<file path="src/rtl/cpu_ctrl_pkg.sv">
// Shared types for the multicycle controller: FSM states, opcode/func7 constants,
// ALU operation codes and immediate-format selectors.
package cpu_ctrl_pkg;

  typedef enum logic [2:0] {
    FETCH     = 3'd0,
    DECODE    = 3'd1,
    EXECUTE   = 3'd2,
    MEM       = 3'd3,
    WRITEBACK = 3'd4,
    TRAP      = 3'd5
  } state_t;

  localparam logic [6:0] OP_R      = 7'b0110011;
  localparam logic [6:0] OP_I      = 7'b0010011;
  localparam logic [6:0] OP_LOAD   = 7'b0000011;
  localparam logic [6:0] OP_STORE  = 7'b0100011;
  localparam logic [6:0] OP_BRANCH = 7'b1100011;

  localparam logic [6:0] F7_BASE = 7'b0000000;
  localparam logic [6:0] F7_ALT  = 7'b0100000;
  localparam logic [6:0] F7_MEXT = 7'b0000001;

  localparam logic [3:0] ALU_ADD  = 4'b0000;
  localparam logic [3:0] ALU_SLL  = 4'b0001;
  localparam logic [3:0] ALU_SRL  = 4'b0010;
  localparam logic [3:0] ALU_SRA  = 4'b0011;
  localparam logic [3:0] ALU_AND  = 4'b0100;
  localparam logic [3:0] ALU_OR   = 4'b0101;
  localparam logic [3:0] ALU_XOR  = 4'b0110;
  localparam logic [3:0] ALU_SUB  = 4'b0111;
  localparam logic [3:0] ALU_SLT  = 4'b1000;
  localparam logic [3:0] ALU_SLTU = 4'b1001;

  localparam logic [2:0] IMM_I = 3'd0;
  localparam logic [2:0] IMM_S = 3'd1;
  localparam logic [2:0] IMM_B = 3'd2;

  // func3 -> ALU op for the func7=0 forms shared by R-type and I-ALU
  function automatic logic [3:0] base_alu_op(input logic [2:0] f3);
    case (f3)
      3'b000:  base_alu_op = ALU_ADD;
      3'b001:  base_alu_op = ALU_SLL;
      3'b010:  base_alu_op = ALU_SLT;
      3'b011:  base_alu_op = ALU_SLTU;
      3'b100:  base_alu_op = ALU_XOR;
      3'b101:  base_alu_op = ALU_SRL;
      3'b110:  base_alu_op = ALU_OR;
      default: base_alu_op = ALU_AND;
    endcase
  endfunction

endpackage

</file>
<file path="src/rtl/alu_decoder.sv">
// Combinational op/func3/func7 -> ALU control decode with instruction class and illegal flag.
// Zero latency, no flow control; CTRL_M_EXT_EN enables the func7=0000001 R-type group.
module alu_decoder
  import cpu_ctrl_pkg::*;
#(
  parameter int ALU_OP_W = 4
) (
  input  logic [6:0]          op,
  input  logic [2:0]          func3,
  input  logic [6:0]          func7,
  output logic [ALU_OP_W-1:0] alu_op,
  output logic                alu_source,
  output logic [2:0]          imm_source,
  output logic                is_load,
  output logic                is_store,
  output logic                is_branch,
  output logic                illegal
);

  logic [3:0] code;
  logic       m_ext;

  always_comb begin
    code       = ALU_ADD;
    m_ext      = 1'b0;
    alu_source = 1'b0;
    imm_source = IMM_I;
    is_load    = 1'b0;
    is_store   = 1'b0;
    is_branch  = 1'b0;
    illegal    = 1'b0;
    case (op)
      OP_R: begin
        case (func7)
          F7_BASE: code = base_alu_op(func3);
          F7_ALT: begin
            if (func3 == 3'b000)      code = ALU_SUB;
            else if (func3 == 3'b101) code = ALU_SRA;
            else                      illegal = 1'b1;
          end
`ifdef CTRL_M_EXT_EN
          F7_MEXT: m_ext = 1'b1;
`endif
          default: illegal = 1'b1;
        endcase
      end
      OP_I: begin
        code       = base_alu_op(func3);
        alu_source = 1'b1;
        // shift-immediates carry their shift kind in func7
        if (func3 == 3'b001 && func7 != F7_BASE) illegal = 1'b1;
        if (func3 == 3'b101) begin
          if (func7 == F7_ALT)       code = ALU_SRA;
          else if (func7 != F7_BASE) illegal = 1'b1;
        end
      end
      OP_LOAD: begin
        is_load    = 1'b1;
        alu_source = 1'b1;
      end
      OP_STORE: begin
        is_store   = 1'b1;
        alu_source = 1'b1;
        imm_source = IMM_S;
      end
      OP_BRANCH: begin
        is_branch  = 1'b1;
        imm_source = IMM_B;
        case (func3[2:1])
          2'b00:   code = ALU_SUB;
          2'b10:   code = ALU_SLT;
          2'b11:   code = ALU_SLTU;
          default: illegal = 1'b1;
        endcase
      end
      default: illegal = 1'b1;
    endcase

    alu_op = ALU_OP_W'(code);
    if (m_ext) begin
      alu_op               = ALU_OP_W'({1'b1, func3});
      alu_op[ALU_OP_W-1]   = 1'b1;
    end
  end

endmodule

</file>
<file path="src/rtl/multicycle_control.sv">
// Multicycle CPU control FSM: FETCH/DECODE/EXECUTE/MEM/WRITEBACK with sticky TRAP.
// ALU 4, load 5, branch 3, store 4 cycles at zero wait; waits on mem_ready up to MEM_TIMEOUT.
module multicycle_control
  import cpu_ctrl_pkg::*;
#(
  parameter int MEM_TIMEOUT = 255,
  parameter int ALU_OP_W    = 4
) (
  input  logic                clk,
  input  logic                rst,
  input  logic [6:0]          op,
  input  logic [2:0]          func3,
  input  logic [6:0]          func7,
  input  logic                alu_zero,
  input  logic                alu_last_bit,
  input  logic                mem_ready,
  output logic                mem_req,
  output logic                mem_write,
  output logic                addr_is_pc,
  output logic                ir_write,
  output logic                pc_write,
  output logic                pc_source,
  output logic                reg_write,
  output logic                alu_source,
  output logic [2:0]          imm_source,
  output logic [ALU_OP_W-1:0] alu_op,
  output logic                trap,
  output logic [2:0]          state
);

  localparam int CNT_W = $clog2(MEM_TIMEOUT + 1);

  state_t             state_q, state_d;
  logic [CNT_W-1:0]   cnt_q, cnt_d, cnt_inc;
  logic               timeout, taken;

  logic [ALU_OP_W-1:0] dec_alu_op;
  logic                dec_alu_source, dec_is_load, dec_is_store, dec_is_branch, dec_illegal;
  logic [2:0]          dec_imm_source;

  alu_decoder #(.ALU_OP_W(ALU_OP_W)) u_dec (
    .op         (op),
    .func3      (func3),
    .func7      (func7),
    .alu_op     (dec_alu_op),
    .alu_source (dec_alu_source),
    .imm_source (dec_imm_source),
    .is_load    (dec_is_load),
    .is_store   (dec_is_store),
    .is_branch  (dec_is_branch),
    .illegal    (dec_illegal)
  );

  always_ff @(posedge clk) begin
    if (rst) begin
      state_q <= FETCH;
      cnt_q   <= '0;
    end else begin
      state_q <= state_d;
      cnt_q   <= cnt_d;
    end
  end

  always_comb begin
    state_d    = state_q;
    cnt_d      = '0;
    cnt_inc    = cnt_q + CNT_W'(1);
    timeout    = (cnt_inc == CNT_W'(MEM_TIMEOUT));
    taken      = 1'b0;
    mem_req    = 1'b0;
    mem_write  = 1'b0;
    addr_is_pc = 1'b0;
    ir_write   = 1'b0;
    pc_write   = 1'b0;
    pc_source  = 1'b0;
    reg_write  = 1'b0;
    alu_source = 1'b0;
    imm_source = 3'd0;
    alu_op     = '0;
    trap       = 1'b0;
    case (state_q)
      FETCH: begin
        mem_req    = 1'b1;
        addr_is_pc = 1'b1;
        if (mem_ready) begin
          ir_write = 1'b1;
          pc_write = 1'b1;
          state_d  = DECODE;
        end else if (timeout) begin
          state_d = TRAP;
        end else begin
          cnt_d = cnt_inc;
        end
      end
      DECODE: state_d = dec_illegal ? TRAP : EXECUTE;
      EXECUTE: begin
        alu_op     = dec_alu_op;
        alu_source = dec_alu_source;
        imm_source = dec_imm_source;
        if (dec_is_branch) begin
          // func3[2] picks the compare flag, func3[0] inverts the sense
          taken     = (func3[2] ? alu_last_bit : alu_zero) ^ func3[0];
          pc_write  = taken;
          pc_source = taken;
          state_d   = FETCH;
        end else if (dec_is_load || dec_is_store) begin
          state_d = MEM;
        end else begin
          state_d = WRITEBACK;
        end
      end
      MEM: begin
        mem_req   = 1'b1;
        mem_write = dec_is_store;
        if (mem_ready) begin
          state_d = dec_is_store ? FETCH : WRITEBACK;
        end else if (timeout) begin
          state_d = TRAP;
        end else begin
          cnt_d = cnt_inc;
        end
      end
      WRITEBACK: begin
        reg_write = 1'b1;
        state_d   = FETCH;
      end
      TRAP:    trap = 1'b1;
      default: state_d = TRAP;
    endcase

    if (rst) begin
      mem_req    = 1'b0;
      mem_write  = 1'b0;
      addr_is_pc = 1'b0;
      ir_write   = 1'b0;
      pc_write   = 1'b0;
      pc_source  = 1'b0;
      reg_write  = 1'b0;
      alu_source = 1'b0;
      imm_source = 3'd0;
      alu_op     = '0;
      trap       = 1'b0;
    end
  end

  assign state = state_q;

endmodule

</file>
<file path="config.mk">
export PLATFORM = sky130hd
export DESIGN_NAME = multicycle_control
export DESIGN_NICKNAME = d
export VERILOG_FILES = /design/src/rtl/cpu_ctrl_pkg.sv /design/src/rtl/alu_decoder.sv /design/src/rtl/multicycle_control.sv
export SDC_FILE = /design/constraint.sdc
export NUM_CORES = 1
export LEC_CHECK = 0
export CAP_MARGIN = 40
export CORE_MARGIN = 8
export CORE_UTILIZATION = 35
export CTS_CLUSTER_DIAMETER = 150
export DETAILED_ROUTE_END_ITERATION = 10
export PLACE_DENSITY = 0.69
export SLEW_MARGIN = 10
export SYNTH_ARGS = -nofsm -noshare
export SYNTH_HDL_FRONTEND = slang
export SYNTH_SLANG_ARGS = --single-unit
export TNS_END_PERCENT = 5
</file>
<file path="constraint.sdc">
create_clock -name clk -period 2.3 [get_ports clk]
set_input_delay 0.69 -clock clk [delete_from_list [all_inputs] [get_ports clk]]
set_output_delay 0.69 -clock clk [all_outputs]
set_load 0.005 [all_outputs]
</file>
* Yosys cells after proc, flatten, opt, wreduce, memory -nomap -nowiden
Cells that the tools add are included.
Widths: inputs -> output; s select.
** Word-level totals
- Flip-flop bits (word level) :: 11
- Bits in latches :: 0
- RAM bits :: 0
- Memory bits (read-only) :: 0
- Input bits :: 22
- Word-level logic and storage cells :: 92
- Memories :: 0
** Cells by class
- $add $sub $neg :: 1
- Multipliers :: 0
- Div/mod/pow operators :: 0
- Order comparisons :: 0
- Equality and inequality tests :: 20
- Shift operators :: 0
- Mux-type cells :: 55
- Bitwise gates (word level) :: 2
- Reductions and logical operators :: 12
** Operators by type and width (number)
- $mux 1 :: 31
- $pmux 4 s7 :: 1
- $mux 3 :: 9
- $pmux 4 s3 :: 2
- $eq 7x6->1 const B :: 3
- $mux 4 :: 5
- $pmux 3 s6 :: 1
- $eq 3x3->1 const B :: 5
- $eq 3x2->1 const B :: 4
- $add 8x1->8 const B :: 1
- $eq 8x8->1 const B :: 1
- $pmux 4 s2 :: 1
- $eq 7x2->1 const B :: 1
- $eq 7x5->1 const B :: 1
- $eq 7x7->1 const B :: 1
- $logic_not 7->1 :: 1
- $reduce_bool 7->1 :: 1
- $eq 3x1->1 const B :: 2
- $logic_not 3->1 :: 2
- $reduce_or 3->1 :: 2
- $eq 2x2->1 const B :: 2
- $pmux 1 s2 :: 2
- $pmux 1 s4 :: 1
- $pmux 2 s2 :: 1
- other kinds (8) :: 9

* Logic depth before layout (Yosys ltp)
- Depth after elaboration :: 9
- Mapped depth :: 8
- Gate-level depth less buffers :: 8

* Hierarchy
Synthesis repeated with hierarchy kept, for this count alone.
** Second synthesis, totals
- Cells, all modules :: 157
- Area, all modules :: 1217.4 um2
** Modules (own cells, without submodules)
- multicycle_control :: times used 1, cells an instance 98, area each 789.5 um2, sequential area each 220.2 um2
- alu_decoder :: times used 1, cells an instance 59, area each 427.9 um2, sequential area each 0.0 um2

* Worst setup path after synthesis
No wires, ideal clock.
- Kind :: input -> output
- From :: input func7[1]
- To :: output alu_op[1]
- Data arrival time :: 1.771 ns
- Required time :: 1.610 ns
- Slack :: -0.161 ns
- Stages on the path :: 6
- Path buffers :: 0
- Cells stage by stage :: nor4_2 nand2_1 o21ai_1 nand3_1 or3_1 a31oi_1
** Between the ends
- Cells in the longest elaborated chain, start to end :: 6
- Elaborated cells between the ends (all ways) :: 8
** RTL lines
- start, declared :: RTL line multicycle_control.sv:13 : input logic [6:0] func7,
- $eq 7x6->1 :: RTL line alu_decoder.sv:34, alu_decoder.sv:53
- $mux 4 :: RTL line alu_decoder.sv:53 : if (func7 == F7_ALT) code = ALU_SRA;
- $mux 4 :: RTL line alu_decoder.sv:52 : if (func3 == 3'b101) begin
- $pmux 4 s3 (*) :: RTL line alu_decoder.sv:32 : case (op)
- $mux 4 (*) :: RTL line multicycle_control.sv:81 : case (state_q)
- $mux 4 (*) :: RTL line multicycle_control.sv:131 : if (rst) begin
- end, declared :: RTL line multicycle_control.sv:26 : output logic [ALU_OP_W-1:0] alu_op,
Every way passes the cells marked *; elsewhere a longest branch is shown, timed or not.

* Worst setup path in the final report
- From :: input func7[0]
- To :: output alu_op[2]
The elaborated chain is that of the path after synthesis.

==> flow_summary.rst <==
.. list-table::
   :header-rows: 1

   * - Metric
     - Value
   * - Number of nets in the layout
     - 241
   * - Via count of the routed design
     - 1,258
   * - Maximum number of pins on one net before global-route repair
     - 11
   * - Fin crit share
     - 121%
   * - Cells on Worst Hold Path
     - 1
   * - Global-route wire length before repair
     - 6010 um
   * - Clock period minus worst slack
     - 2.78 ns
   * - DRC
     - 0
   * - TritonCTS clock tree
     - built
   * - Element type at the critical path end
     - primary output
   * - Signed area change from the synthesized netlist to the final layout
     - 69.2%
   * - Worst EP required
     - 1.61 ns
   * - Register bit count reported by yosys
     - 11
   * - Startpoint-to-endpoint class of the critical path
     - primary input to primary output
   * - Quantity of I/O buffers inserted on ports
     - 39
   * - Endpoint arrival time on the critical path
     - 2.09 ns
   * - Setup ws final
     - -0.476 ns
   * - Clk Latency, worst-skew pair
     - 0.28 ns
   * - Synth Warn #
     - 0
   * - Violated checks
     - negative setup slack
   * - Fill cell instance count of the final layout
     - 263
   * - CP Launch Type
     - primary input
   * - Average routed wire per standard cell
     - 14.5 um
   * - Total number of clock tree sinks
     - 11
   * - RSZ-0062 raised after global routing
     - true
   * - Worst clock skew
     - 0.00798 ns
   * - Clock buffer count from CTS
     - 3
   * - Hold Crit Class
     - flop to flop
   * - GR Overflow Total
     - 0
   * - Synthesized netlist cell count
     - 138
   * - Total power density per cell area
     - 329 nW/um2
   * - Most common library cell in the layout ignoring fill and taps
     - buf_4
   * - Count of cell types in the netlist
     - 44
   * - Half-perimeter wire length of the detailed placement result
     - 2750 um
   * - Post-synth EDFFs
     - 0
   * - Worst Path Max Fanout
     - 2
   * - Setup Slack @ Placement
     - -1.16 ns
   * - Post-synthesis area per instance
     - 7.48 um2
   * - Die Y-Extent
     - 70.3 um
   * - Site Rows
     - 19
   * - Worst hold margin
     - 0.483 ns
   * - Die extent in x
     - 70.3 um
   * - Initial DRC count
     - 50
   * - Run status
     - complete, but fails checks
   * - Final Wtd Congestion
     - 0.856
   * - Number of placed I/O pins
     - 41
   * - Netlist area before placement
     - 1030 um2
   * - Router iterations before antenna repair
     - 4
   * - Antenna violations before repair
     - 0
   * - Vias in the first global route
     - 1,325
   * - Detail-routed via count per cell
     - 5.20
   * - Effective utilization at floorplan
     - 37.1%
   * - Overall track demand over capacity in global routing
     - 14.2%
   * - Max Cap Viol
     - 0
   * - Most frequent cells in the layout
     - 31 x buf_4, 16 x nand2_1, 15 x nor2_1
   * - Number of cells on the worst reg-to-reg path
     - 6
   * - Final hold vios
     - 0
   * - Die Footprint
     - 4940 um2
   * - Static leakage power
     - 0.781 nW
   * - Setup violators final
     - 11
   * - Most used DFF post-synth
     - dfxtp_1
   * - CTS Root Buffer Type
     - clkbuf_4
   * - Clock transition at the register clock pins on the worst setup and hold paths after CTS
     - 0.07 ns
   * - Register area
     - 220 um2
   * - H-tree level count
     - 1
   * - Deepest clock path buffer count
     - 2
   * - Residual antenna-violating net count after detailed routing
     - 0
   * - Largest voltage drop on the vdd net
     - 0.534 mV
   * - Std-Cell Core Area
     - 2780 um2
   * - Total wire length after detailed routing
     - 3500 um
   * - Count of inserted antenna diode cells
     - 0
   * - Number of max-slew violations in the final report
     - 0
   * - Syn nets
     - 167
   * - Ratio of cells with drive above 1 in the final layout
     - 38.9%
   * - Async SR Flop Fraction
     - 0%
   * - Achievable clock frequency
     - 360 MHz
   * - Area used by multi-input combinational logic
     - 841 um2
   * - Share of synthesized area occupied by flip-flops and latches
     - 21.3%
   * - Number of hold-repair buffers added at the cts stage
     - 0
sequential cells by signal, indices dropped and copies added (netlist names):
signal,cells
state,3
cnt_q,8
layer usage:
layer | vias to the layer above | part of all wire (%) | track usage (%)
li1 | 634 | - | -
met1 | 579 | 39 | 14.6
met2 | 35 | 51 | 26.0
met3 | 10 | 6.5 | 2.54
met4 | 0 | 2.9 | 8.04
met5 | - | 0 | 0
cell usage after synthesis, drive strengths merged (2+ instances only):
cell type | count | area [um2]
nor2b | 2 | 12.5
nand2 | 17 | 63.8
nand4 | 3 | 18.8
nand3 | 4 | 20.0
inv | 6 | 22.5
xnor2 | 3 | 26.3
nor3 | 11 | 60.1
o21ai | 5 | 25.0
and3 | 3 | 21.3
dfxtp | 11 | 220
nor2 | 18 | 75.1
clkbuf | 3 | 32.5
ha | 7 | 87.6
nor4 | 5 | 37.5
and2 | 3 | 20.0
xor2 | 6 | 52.6
or3 | 2 | 12.5
a21oi | 7 | 35.0
o21bai | 2 | 15.0
mux2i | 2 | 20.0
a31oi | 2 | 12.5
what timing repair did:
| action | CTS | global route |
|---|---|---|
| gates resized for setup | 92 | 13 |
| buffers inserted | 4 | 1 |
| setup endpoints to repair | 18 | 17 |
| pin swaps | 13 | 6 |
critical path: stages:
cell and delay [ns]:
buf_6 0.10, nor4_4 0.27, nand2_1 0.12, o21ai_2 0.13
nand3_2 0.09, buf_6 0.12, or3_1 0.29, a31oi_1 0.13
buf_2 0.14
report_power, final:
group | total [W] | internal, W | switching [W]
Sequential | 0.000211 | 0.000199 | 0.0000118
Clock | 0.000137 | 0.0000646 | 0.0000720
Combinational | 0.000227 | 0.000126 | 0.000101
layout make-up:
type,instances,area share (%)
Inverter,6,1.29
Sequential cell,11,12.6
Multi-Input combinational cell,117,48.1
Clock buffer,3,1.29
Timing Repair Buffer,73,34.2
Tap cell,31,2.22
Clock inverter,1,0.287
kinds of logic after synthesis:
family	after synthesis	synth area share, %
muxes	2	1.94
and+or+nand+nor	73	37.6
xor gates and xnor gates	9	7.64
adders and majority gates	8	9.45
other	1	0.363
buffers and inverters	10	6.06
AOI/OAI and AO/OA	24	15.6
DFF	11	21.3
path summary, 6_finish.rpt:
check	startpoint	end	slack, ns
max reg2reg	cnt_q[0]	cnt_q[4]	0.62
min reg2reg	cnt_q[0]	cnt_q[0]	0.48
max	func7[0]	alu_op[2]	-0.48
min	cnt_q[0]	cnt_q[0]	0.48
through the flow:
step	instance area [um2]	power (W)	util [%]	TNS, ns	cells
after floorplan	1050	0.000299	-	-0.328	138
after global placement	1660	0.000433	59.6	-13.25	233
after detailed placement	1660	0.000438	59.6	-13.71	233
after CTS	1730	0.000574	62.3	-3.26	241
after global routing	1750	0.000606	62.8	-3.96	242
final	1750	0.000574	62.8	-2.73	242
(Power assumes the default switching activity.)
